===== src/rtl/gtech_fifo4x4_pkg.sv =====
// Shared sizing constants and types for the 4x4 first-word-fall-through FIFO.
// The top and its pointer/count controller both import this package.
package gtech_fifo4x4_pkg;

   localparam int FIFO_DEPTH = 4;
   localparam int FIFO_WIDTH = 4;
   localparam int PTR_W      = 2;
   localparam int CNT_W      = 3;

   typedef logic [FIFO_WIDTH-1:0] word_t;
   typedef logic [PTR_W-1:0]      ptr_t;
   typedef logic [CNT_W-1:0]      cnt_t;

endpackage


===== src/rtl/gtech_fifo4x4_ctl.sv =====
// Pointer, occupancy and sticky-flag control for the 4x4 FIFO.
// Flags decode from the registered count, never from the pointers.
module gtech_fifo4x4_ctl
   import gtech_fifo4x4_pkg::*;
(
   input  logic clk,
   input  logic rst_n,
   input  logic we,
   input  logic re,
   output ptr_t wp,
   output ptr_t rp,
   output cnt_t cnt,
   output logic empty,
   output logic full,
   output logic push,
   output logic ovf,
   output logic unf
);

   logic pop;

   assign empty = (cnt == cnt_t'(0));
   assign full  = (cnt == cnt_t'(FIFO_DEPTH));

   // A pop on the same edge frees the slot the push lands in.
   assign push = we & (~full | re);
   assign pop  = re & ~empty;

   always_ff @(posedge clk) begin
      if (!rst_n) begin
         wp  <= '0;
         rp  <= '0;
         cnt <= '0;
         ovf <= 1'b0;
         unf <= 1'b0;
      end else begin
         if (push)
            wp <= wp + 1'b1;
         if (pop)
            rp <= rp + 1'b1;
         case ({push, pop})
            2'b10:   cnt <= cnt + 1'b1;
            2'b01:   cnt <= cnt - 1'b1;
            default: cnt <= cnt;
         endcase
         ovf <= ovf | (we & full & ~re);
         unf <= unf | (re & empty);
      end
   end

endmodule


===== src/rtl/gtech_fifo4x4.sv =====
// 4-entry x 4-bit FWFT FIFO: storage array and output muxing.
// Head data is forced to zero while empty, so stale entries never show.
module gtech_fifo4x4
   import gtech_fifo4x4_pkg::*;
(
   input  logic       CP,
   input  logic       CD,
   input  logic       D0,
   input  logic       D1,
   input  logic       D2,
   input  logic       D3,
   input  logic       WE,
   input  logic       RE,
   output logic       Q0,
   output logic       Q1,
   output logic       Q2,
   output logic       Q3,
   output logic       QN0,
   output logic       QN1,
   output logic       QN2,
   output logic       QN3,
   output logic       EMPTY,
   output logic       FULL,
   output logic [2:0] CNT,
   output logic       OVF,
   output logic       UNF
);

   word_t mem [FIFO_DEPTH];
   word_t din;
   word_t head;
   ptr_t  wp;
   ptr_t  rp;
   cnt_t  cnt;
   logic  push;

   assign din = {D3, D2, D1, D0};

   gtech_fifo4x4_ctl u_ctl (
      .clk   (CP),
      .rst_n (CD),
      .we    (WE),
      .re    (RE),
      .wp    (wp),
      .rp    (rp),
      .cnt   (cnt),
      .empty (EMPTY),
      .full  (FULL),
      .push  (push),
      .ovf   (OVF),
      .unf   (UNF)
   );

   // Array is deliberately not cleared; reset only drops the write.
   always_ff @(posedge CP) begin
      if (CD && push)
         mem[wp] <= din;
   end

   assign head = EMPTY ? '0 : mem[rp];
   assign CNT  = cnt;

   assign Q0  = head[0];
   assign Q1  = head[1];
   assign Q2  = head[2];
   assign Q3  = head[3];
   assign QN0 = ~head[0];
   assign QN1 = ~head[1];
   assign QN2 = ~head[2];
   assign QN3 = ~head[3];

endmodule


===== config.mk =====
export PLATFORM = sky130hd
export DESIGN_NAME = gtech_fifo4x4
export DESIGN_NICKNAME = d
export VERILOG_FILES = /design/src/rtl/gtech_fifo4x4_pkg.sv /design/src/rtl/gtech_fifo4x4_ctl.sv /design/src/rtl/gtech_fifo4x4.sv
export SDC_FILE = /design/constraint.sdc
export NUM_CORES = 1
export LEC_CHECK = 0
export BUFFER_PORTS_ARGS = -buffer_cell sky130_fd_sc_hd__buf_2
export CAP_MARGIN = 30
export CORE_AREA = 2 2 55 57
export DETAILED_ROUTE_END_ITERATION = 7
export DIE_AREA = 0 0 57 59
export GPL_TIMING_DRIVEN = 1
export PLACE_DENSITY = 0.7
export SLEW_MARGIN = 20
export SYNTH_ARGS = -nofsm -noshare
export SYNTH_HDL_FRONTEND = slang
export SYNTH_SLANG_ARGS = --single-unit

===== constraint.sdc =====
create_clock -name CP -period 1.9 [get_ports CP]
set_input_delay 0.19 -clock CP [delete_from_list [all_inputs] [get_ports CP]]
set_output_delay 0.19 -clock CP [all_outputs]
set_load 0.05 [all_outputs]

==> run_results.csv, run 1 <==
group,metric,value,unit
outcome,outcome,"finished, violations left",
outcome,violations,"setup timing",
clock_tree,cts_buffers,3,
synth,yosys-top-cells-area,"edfxtp_1 38%, dfxtp_1 18%, ha_1 5.0%",
clock_tree,hold_buffers,0,
global_routing,grt_antenna_before_repair,0,
power,p_comb_share,60.0,%
synth,synth-adder-area-share,6.58,%
placement,gp_congestion,0.784,
synth,synth.distinct_cells,31,
synth,synthCells,99,
clock_tree,cts-root-buf,"clkbuf_4",
synth,synth_compound_area_share,10.6,%
synth,ys_ff_latch,27,
floorplanning,die-area,3360,um2
global_routing,grt_max_degree,17,
worst_setup_path,critPathKind,"reg -> reg",
floorplanning,fp.dieH,59,um
flow_run,drv_cap,0,
synth,synth_xor_area_share,2.09,%
clock_tree,cts_tree,"built",
clock_tree,clk_path_buf_depth,2,
global_routing,grt_pass1_wl,3530,um
synth,yosysWarningCount,0,
worst_setup_path,slowest_stage,"dfxtp_4",
power,power.leakage,0.643,nW
power,swShare,48.8,%
power,pwr-share-seq,31.1,%
sta,period_needed,1.92,ns
floorplanning,die_w,57,um
sta,finalSetupTns,-0.0156,ns
finish,final_area,1530,um2
sta,post-route-period-util,101,%
power,p_sw,1.26,mW
finish,diodes,0,
floorplanning,initial_utilization,46.3,%
power,p_clk_share,9.0,%
power,p_int,1.32,mW
worst_setup_path,crit_path_start_kind,"register",
drt,drc,0,
drt,antenna_left,0,
placement,dp_hpwl,1520,um
sta,rsz0062_at_grt,"yes",
worst_setup_path,cp_max_fo,4,
sta,hold_viol_final,0,
finish,synthToLayoutAreaGrowth,21.5,%
sta,drv_slew,0,
placement,io_buffers,22,
synth,synth_top_family_by_area,"simple AND/OR/NAND/NOR gates",
placement,place_inst,156,
global_routing,grt_pass1_vias,805,
placement,place_worst_setup_slack,-0.0678,ns
synth,async_flop_share,0,%
synth,syn_area,1250,um2
drt,vias,821,
finish,seqCellArea,708,um2
floorplanning,ios,23,
sta,skew,0.00889,ns
placement,dpl-instance-area,1470,um2
worst_setup_path,worstPathArrival,2.16,ns
synth,yosysMostFrequentCell,"edfxtp_1",
synth,seq_area_frac_synth,55.8,%
synth,synthSimpleGateAreaFrac,11.3,%
synth,synth.avg_cell_area,12.7,um2
drt,dr.pass1.iters,4,
synth,synth_edf_count,16,
synth,synth_top_cell_by_area,"edfxtp_1",
sta,relSlewSlack,75.2,%
clock_tree,cts_num_sinks,27,
synth,synthMuxAreaShare,8.37,%
drt,finalWirelength,2010,um
worst_setup_path,cp.required,2.15,ns
worst_setup_path,r2r_slack,-0.02,ns
power,ir_drop,1.14,mV
worst_setup_path,crit_chain,"nor3b_4 > a21boi_2 > inv_1 > ha_4 > inv_2 > fa_2 > xor2_1 > or3_1 > a21boi_1",
drt,post_drt_wl_per_cell,12.4,um
finish,multi_input_area,514,um2
sta,setup_viol,1,
clock_tree,clock_latency,0.31,ns
global_routing,grt.overflow.total,0,
worst_setup_path,crit_path_end_kind,"register",
synth,synthTopCellsByCount,"16 x edfxtp_1, 11 x dfxtp_1, 10 x nand2_1",
clock_tree,cts-htree-levels,1,
sta,fmax,522,MHz
floorplanning,core-area,2710,um2
clock_tree,path_clk_slew,0.13,ns
floorplanning,std_cell_rows,19,
sta,fin_ws,-0.0156,ns
power,power_density,1690,nW/um2
finish,stdcell_count,162,
drt,drtIter0Drc,8,
finish,drive_gt1_share,40.5,%
drt,vias_per_cell,5.07,
synth,synth_top_area_share,38.3,%
sta,tightest_slew,0.371,ns
finish,nFillCells,234,
finish,fin_nets,146,
synth,ys_dominant_reg_cell,"edfxtp_1",
worst_setup_path,slowest_delay,0.39,ns
global_routing,grtUsageTotal,13.7,%
synth,syn-num-nets,113,
min_path,hold_class,"in -> reg",
-- cells in the final DEF, fill, tap and decap left out, types with 6 or more instances in the layout --
cell / count
buf_2: 18
buf_4: 11
clkbuf_4: 6
dfxtp_1: 7
edfxtp_1: 16
inv_1: 6
mux2i_1: 6
nand2_1: 10
-- final timing paths --
check                            start                        end  cells past startpoint
max reg2reg  u_ctl.cnt[2]$_SDFFE_PN0P_  u_ctl.cnt[2]$_SDFFE_PN0P_                      9
max          u_ctl.cnt[2]$_SDFFE_PN0P_  u_ctl.cnt[2]$_SDFFE_PN0P_                      9
min reg2reg   u_ctl.rp[0]$_SDFFE_PN0N_   u_ctl.rp[0]$_SDFFE_PN0N_                      2
min                                 D0        mem[3][0]$_DFFE_PP_                      1
-- power groups by stage --
| stage | Sequential, mW | Combinational, mW | Clock (mW) |
|---|---|---|---|
| 5_1_grt | 0.816 | 1.64 | 0.259 |
| 6_report | 0.802 | 1.55 | 0.232 |
| 4_1_cts | 0.806 | 1.51 | 0.244 |
| 3_5_place_dp | 0.815 | 1.49 | 0 |
| 2_1_floorplan | 0.908 | 1.06 | 0 |
| 3_3_place_gp | 0.808 | 1.47 | 0 |
-- worst max-delay path: cells and delay by family (launching register included) --
family,cells,cell delay [ns]
AOI/OAI and AO/OA,2,0.21
and+or+nand+nor,2,0.53
adders and majority gates,2,0.45
buffers and inverters,2,0.12
xor gates and xnor gates,1,0.15
DFF,1,0.39
-- per-layer routing --
| metal | share of wire (%) | GRT usage [%] | vias up |
|---|---|---|---|
| li1 | - | - | 417 |
| met1 | 44 | 16.0 | 389 |
| met2 | 52 | 25.1 | 13 |
| met3 | 3.6 | 2.18 | 2 |
| met4 | 0.95 | 5.98 | 0 |
| met5 | 0 | 0 | - |
-- final cells by class --
class | instances | share of cell area (%)
clock buffers | 4 | 1.72
well taps | 31 | 2.54
multi-input cells | 60 | 33.7
repair buffers | 32 | 12.8
flip-flops and latches | 27 | 46.4
inverters | 8 | 2.79
-- sequential cells by signal, summed over array words and instances (netlist names), named ones only --
name / count
u_ctl.cnt: 3
u_ctl.wp: 2
mem: 16
u_ctl.ovf: 1
u_ctl.rp: 2
u_ctl.unf: 1
-- metrics by stage --
step	hold slack [ns]	total power, mW	utilization, %
finish	0.0837	2.58	56.3
global route	0.0761	2.72	56.3
CTS	0.0739	2.56	55.4
detailed placement	0.408	2.31	54.2
global placement	0.403	2.28	54.2
floorplan	0.289	1.96	-
-- repair_timing --
| item | 4_1_cts | 5_1_grt |
|---|---|---|
| setup endpoints to repair | 9 | 5 |
| endpoints found under the hold margin | 0 | 0 |
| buffers inserted | 0 | 2 |
| resized for setup | 2 | 5 |
-- cell families after synthesis --
family                     count (synthesis)
DFF                                       27
and+or+nand+nor                           24
xor gates and xnor gates                   3
buffers and inverters                     12
adders and majority gates                  6
AOI/OAI and AO/OA                         17
muxes                                     10
Power figures use the tool's default switching activity.
==> run 2, diff against run 1 <==
--- a/config.mk
+++ b/config.mk
@@ -7,12 +7,13 @@
 export LEC_CHECK = 0
 export BUFFER_PORTS_ARGS = -buffer_cell sky130_fd_sc_hd__buf_2
 export CAP_MARGIN = 30
-export CORE_AREA = 2 2 55 57
+export CORE_AREA = 2 2 53 55
 export DETAILED_ROUTE_END_ITERATION = 7
-export DIE_AREA = 0 0 57 59
+export DIE_AREA = 0 0 55 57
 export GPL_TIMING_DRIVEN = 1
 export PLACE_DENSITY = 0.7
 export SLEW_MARGIN = 20
 export SYNTH_ARGS = -nofsm -noshare
 export SYNTH_HDL_FRONTEND = slang
+export SYNTH_HIERARCHICAL = 1
 export SYNTH_SLANG_ARGS = --single-unit
==> run_results.csv, run 2 <==
group,metric,value,unit
sta,rsz0062_at_grt,"yes",
sta,tightest_slew,0.441,ns
worst_setup_path,critPathKind,"reg -> reg",
clock_tree,cts_num_sinks,25,
finish,nFillCells,233,
sta,fmax,476,MHz
sta,hold_slack,0.0960,ns
floorplanning,core-area,2620,um2
worst_setup_path,slowest_delay,0.37,ns
flow_run,drv_cap,0,
synth,synth_edf_count,16,
finish,largest_reg_flops,16,
finish,drive_gt1_share,48.0,%
sta,period_needed,2.10,ns
worst_setup_path,r2r_slack,-0.20,ns
global_routing,grtUsageTotal,13.9,%
power,ir_drop,1.10,mV
worst_setup_path,cp_max_fo,2,
synth,yosys-top-cells-area,"edfxtp_1 42%, dfxtp_1 16%, mux2i_1 8.8%",
power,power_density,1750,nW/um2
drt,vias_per_cell,5.23,
worst_setup_path,cp.required,2.14,ns
floorplanning,die_w,55,um
placement,place_worst_setup_slack,-0.207,ns
finish,diodes,0,
drt,drtIter0Drc,9,
synth,synth_top_cell_by_area,"edfxtp_1",
finish,final_common_cell,"edfxtp_1",
finish,final_cell_mix,"16 x edfxtp_1, 14 x buf_2, 13 x buf_4",
synth,yosysMostFrequentCell,"edfxtp_1",
global_routing,grt.overflow.total,0,
drt,finalWirelength,1990,um
synth,yosysWarningCount,6,
global_routing,grt_antenna_before_repair,0,
worst_setup_path,crit_path_start_kind,"register",
drt,drc,0,
global_routing,grt_pass1_wl,3190,um
clock_tree,clk_path_buf_depth,2,
sta,relSlewSlack,70.5,%
synth,ys_ff_latch,25,
min_path,hold_class,"in -> reg",
sta,skew,0.00383,ns
clock_tree,hold_buffers,0,
power,power.leakage,0.566,nW
clock_tree,cts-htree-levels,1,
finish,fin_nets,134,
drt,antenna_left,0,
floorplanning,std_cell_rows,19,
drt,vias,806,
floorplanning,die-area,3140,um2
finish,multi_input_area,489,um2
finish,seqCellArea,671,um2
worst_setup_path,crit_path_end_kind,"register",
clock_tree,cts-root-buf,"clkbuf_4",
drt,dr.pass1.iters,4,
finish,largestRegisters,"mem x16, u_ctl/cnt x3",
worst_setup_path,slowest_stage,"or3b_4",
outcome,outcome,"finished, violations left",
placement,dp_hpwl,1520,um
synth,async_flop_share,0,%
worst_setup_path,crit_chain,"or3b_4 > o21ai_2 > ha_2 > inv_2 > fa_2 > xor2_1 > or3_1 > a21boi_1",
global_routing,grt_pass1_vias,753,
sta,drv_slew,0,
floorplanning,initial_utilization,43.7,%
sta,setup_viol,2,
synth,synthCells,90,
finish,regMostFlops,"mem",
power,power.total,2.59,mW
outcome,violations,"setup timing",
synth,syn-num-nets,100,
drt,post_drt_wl_per_cell,12.9,um
clock_tree,cts_tree,"built",
placement,gp_congestion,0.744,
synth,seq_area_frac_synth,57.8,%
clock_tree,cts_buffers,3,
floorplanning,fp.dieH,57,um
sta,fin_ws,-0.202,ns
clock_tree,path_clk_slew,0.12,ns
finish,synthToLayoutAreaGrowth,29.5,%
sta,finalSetupTns,-0.230,ns
synth,ys_dominant_reg_cell,"edfxtp_1",
synth,synth_top_area_share,42.1,%
placement,io_buffers,22,
finish,finish.utilization,56.6,%
worst_setup_path,worstPathArrival,2.34,ns
synth,synth.avg_cell_area,12.7,um2
sta,post-route-period-util,111,%
floorplanning,ios,23,
synth,syn_area,1140,um2
synth,synthTopCellsByCount,"16 x edfxtp_1, 10 x mux2i_1, 9 x dfxtp_1",
clock_tree,clock_latency,0.30,ns
synth,synth.distinct_cells,35,
global_routing,grt_max_degree,15,
sta,hold_viol_final,0,
## run 2: cell types whose count changed in the layout (fill, tap and decap cells not counted), sizes merged, moves of 3 or more
cell and delta:
and3 -4, ha -4, mux2 -4, mux2i +4
nand2 -4, o211ai -4, o22a +4, o22ai +4
buf +3, o211a -3
## run 2: critical path: cells and delay by family, from the launching register on
family                   cells  cell delay (ns)
AND/OR/NAND/NOR              2             0.68
XOR/XNOR                     1             0.15
AO/OA/AOI/OAI                2             0.28
flip-flops                   1             0.36
buffers and inverters        1             0.04
adder cells (fa/ha/maj)      2             0.53
## run 2: kinds of logic after synthesis
family                     synth area share (%)
AOI/OAI and AO/OA                          11.1
xor gates and xnor gates                   1.53
adders and majority gates                  2.85
buffers and inverters                      4.38
DFF                                        57.8
muxes                                      8.76
and+or+nand+nor                            13.6
## run 2: timing repair
| item | in CTS | in global routing |
|---|---|---|
| buffers inserted | 1 | 1 |
| gates cloned | 0 | 0 |
| pin swaps | 3 | 1 |
| resized for setup | 13 | 6 |
| endpoints found under the hold margin | 0 | 0 |
| endpoints found under the setup margin | 18 | 10 |
## run 2: layout make-up
class / count / share of cell area, %
well taps: 31 / 2.62
clock buffers: 4 / 1.78
multi-input cells: 56 / 33.1
flip-flops and latches: 25 / 45.3
repair buffers: 33 / 15.9
inverters: 5 / 1.27
## run 2: path summary, 6_finish.rpt
path,start,to,cells after the start
hold / removal,D1,mem[1][1]$_DFFE_PP_,1
setup reg to reg,u_ctl/cnt[2]$_SDFFE_PN0P_,u_ctl/cnt[2]$_SDFFE_PN0P_,8
setup / recovery,u_ctl/cnt[2]$_SDFFE_PN0P_,u_ctl/cnt[2]$_SDFFE_PN0P_,8
hold reg to reg,u_ctl/ovf$_SDFF_PN0_,u_ctl/ovf$_SDFF_PN0_,1
## run 2: routing by layer
| metal | GRT usage (%) | share of wire [%] | vias up |
|---|---|---|---|
| li1 | - | - | 399 |
| met1 | 17.8 | 44 | 385 |
| met2 | 23.5 | 50 | 22 |
| met4 | 4.18 | 0 | 0 |
| met3 | 2.36 | 5.5 | 0 |
| met5 | 0 | 0 | - |
## run 2: through the flow
stage,std cells,instance area (um2)
2_1_floorplan,90,1190
3_5_place_dp,148,1380
4_1_cts,153,1450
6_report,154,1480
5_1_grt,154,1480
3_3_place_gp,148,1380
## run 2: where the power goes
part | switching, mW | leakage (nW) | internal [mW]
logic | 0.996 | 0.329 | 0.653
registers | 0.0669 | 0.221 | 0.657
clock network | 0.138 | 0.0150 | 0.0817
total | 1.20 | 0.566 | 1.39
==> run 3, diff against run 2 <==
--- a/config.mk
+++ b/config.mk
@@ -7,11 +7,12 @@
 export LEC_CHECK = 0
 export BUFFER_PORTS_ARGS = -buffer_cell sky130_fd_sc_hd__buf_2
 export CAP_MARGIN = 30
-export CORE_AREA = 2 2 53 55
+export CORE_AREA = 2 2 51 53
+export CTS_BUF_LIST = sky130_fd_sc_hd__clkbuf_8
 export DETAILED_ROUTE_END_ITERATION = 7
-export DIE_AREA = 0 0 55 57
+export DIE_AREA = 0 0 53 55
 export GPL_TIMING_DRIVEN = 1
-export PLACE_DENSITY = 0.7
+export PLACE_DENSITY = 0.75
 export SLEW_MARGIN = 20
 export SYNTH_ARGS = -nofsm -noshare
 export SYNTH_HDL_FRONTEND = slang
==> run_results.csv, run 3 (same netlist as run 2, synthesis figures left out) <==
group,metric,value,unit
outcome,outcome,"finished, violations left",
outcome,violations,"setup timing",
worst_setup_path,r2r_slack,-0.24,ns
sta,finalSetupTns,-0.301,ns
worst_setup_path,crit_path_start_kind,"register",
placement,gp_congestion,0.712,
finish,multi_input_area,489,um2
placement,io_buffers,22,
clock_tree,cts-htree-levels,1,
drt,drc,0,
sta,hold_viol_final,0,
sta,fmax,466,MHz
clock_tree,cts-root-buf,"clkbuf_8",
finish,drive_gt1_share,48.8,%
finish,nFillCells,185,
sta,period_needed,2.14,ns
floorplanning,std_cell_rows,18,
worst_setup_path,r2r-end,"u_ctl/cnt[2]$_SDFFE_PN0P_",
floorplanning,core-area,2360,um2
global_routing,grt_pass1_vias,777,
drt,vias,814,
worst_setup_path,crit_path_end_kind,"register",
sta,post-route-period-util,113,%
clock_tree,cts_tree,"built",
drt,drtIter0Drc,14,
finish,regMostFlops,"mem",
flow_run,drv_cap,0,
min_path,hold_class,"in -> reg",
floorplanning,initial_utilization,48.3,%
global_routing,grt.overflow.total,0,
finish,seqCellArea,669,um2
finish,fin_nets,136,
finish,diodes,0,
clock_tree,clk_path_buf_depth,2,
sta,tightest_slew,0.387,ns
min_path,holdPathEnd,"mem[2][1]$_DFFE_PP_",
power,power.total,2.72,mW
drt,vias_per_cell,5.25,
sta,hold_slack,0.123,ns
drt,post_drt_wl_per_cell,14.5,um
sta,rsz0062_at_grt,"yes",
global_routing,grt_max_degree,16,
worst_setup_path,timing.rr.start,"u_ctl/cnt[1]$_SDFFE_PN0P_",
power,power.leakage,0.581,nW
worst_setup_path,critPathKind,"reg -> reg",
power,power_density,1790,nW/um2
sta,drv_slew,0,
global_routing,grtUsageTotal,17.7,%
sta,setup_viol,2,
clock_tree,hold_buffers,0,
min_path,hold_start,"D1",
finish,synthToLayoutAreaGrowth,32.5,%
floorplanning,die_w,53,um
worst_setup_path,cp_max_fo,2,
clock_tree,clock_latency,0.27,ns
finish,largest_reg_flops,16,
floorplanning,die-area,2920,um2
placement,dp_hpwl,1550,um
clock_tree,cts_buffers,3,
drt,antenna_left,0,
clock_tree,cts_num_sinks,25,
worst_setup_path,r2r_cells,8,
finish,largestRegisters,"mem x16, u_ctl/cnt x3",
min_path,hold_path_depth,1,
sta,relSlewSlack,74.1,%
sta,skew,0.00133,ns
global_routing,grt_pass1_wl,3510,um
power,ir_drop,1.03,mV
sta,fin_ws,-0.245,ns
finish,final_cell_mix,"16 x edfxtp_1, 15 x buf_4, 14 x buf_2",
global_routing,grt_antenna_before_repair,0,
worst_setup_path,worstPathArrival,2.35,ns
drt,dr.pass1.iters,4,
drt,finalWirelength,2250,um
finish,final_common_cell,"edfxtp_1",
worst_setup_path,cp.required,2.10,ns
floorplanning,ios,23,
floorplanning,fp.dieH,55,um
clock_tree,path_clk_slew,0.09,ns
==> run 3: routing by layer <==
metal / vias up / track usage, % / part of all wire [%]
met4: 0 / 12.0 / 2.0
li1: 402 / - / -
met5: - / 0 / 0
met2: 13 / 29.8 / 54
met3: 7 / 3.76 / 2.6
met1: 392 / 20.5 / 41
==> run 3: area by class of cell <==
type	instances	area share [%]
multi-input combinational	56	32.3
clock inverter	1	0.496
timing repair buffer	35	16.5
tap	30	2.48
inverter	5	1.24
sequential	25	44.2
clock buffer	3	2.73
==> run 3: how the worst max path moves through the flow <==
stage / startpoint / to / slack [ns] / depth (start not counted)
final: u_ctl/cnt[1]$_SDFFE_PN0P_ / u_ctl/cnt[2]$_SDFFE_PN0P_ / -0.24 / 8
after global routing: u_ctl/cnt[0]$_SDFFE_PN0P_ / u_ctl/cnt[2]$_SDFFE_PN0P_ / -0.33 / 8
after detailed placement: u_ctl/cnt[0]$_SDFFE_PN0P_ / u_ctl/cnt[2]$_SDFFE_PN0P_ / -0.23 / 8
after CTS: u_ctl/cnt[1]$_SDFFE_PN0P_ / u_ctl/cnt[2]$_SDFFE_PN0P_ / -0.21 / 8
after global placement: u_ctl/cnt[0]$_SDFFE_PN0P_ / u_ctl/cnt[2]$_SDFFE_PN0P_ / -0.15 / 8
after floorplan: u_ctl/cnt[2]$_SDFFE_PN0P_ / u_ctl/cnt[2]$_SDFFE_PN0P_ / -0.32 / 8
==> run 3: what timing repair did <==
item | CTS | global route
gates cloned | 0 | 0
setup endpoints to repair | 10 | 10
pin swaps | 3 | 0
gates resized for setup | 9 | 12
buffers inserted | 3 | 1
==> run 3: through the flow <==
step                setup WS [ns]  instance area (um2)  cells  utilization (%)
floorplan                  -0.320                 1190     90                -
global placement           -0.155                 1380    147             58.2
detailed placement         -0.226                 1380    147             58.2
CTS                        -0.213                 1480    154             62.4
global route               -0.328                 1510    155             64.0
finish                     -0.245                 1510    155             64.0
==> run 3: report_power, final <==
part / total (mW) / switching [mW] / internal, mW / leakage [nW]
Clock: 0.326 / 0.177 / 0.149 / 0.0217
Sequential: 0.691 / 0.0362 / 0.655 / 0.221
Combinational: 1.70 / 1.05 / 0.643 / 0.339
==> run 3: critical path, stage by stage, from the launching register on <==
cell	delay, ns
dfxtp_2	0.33
or3b_4	0.40
o21ai_2	0.15
ha_2	0.22
inv_2	0.04
fa_2	0.32
xor2_1	0.15
or3_1	0.31
a21boi_1	0.15
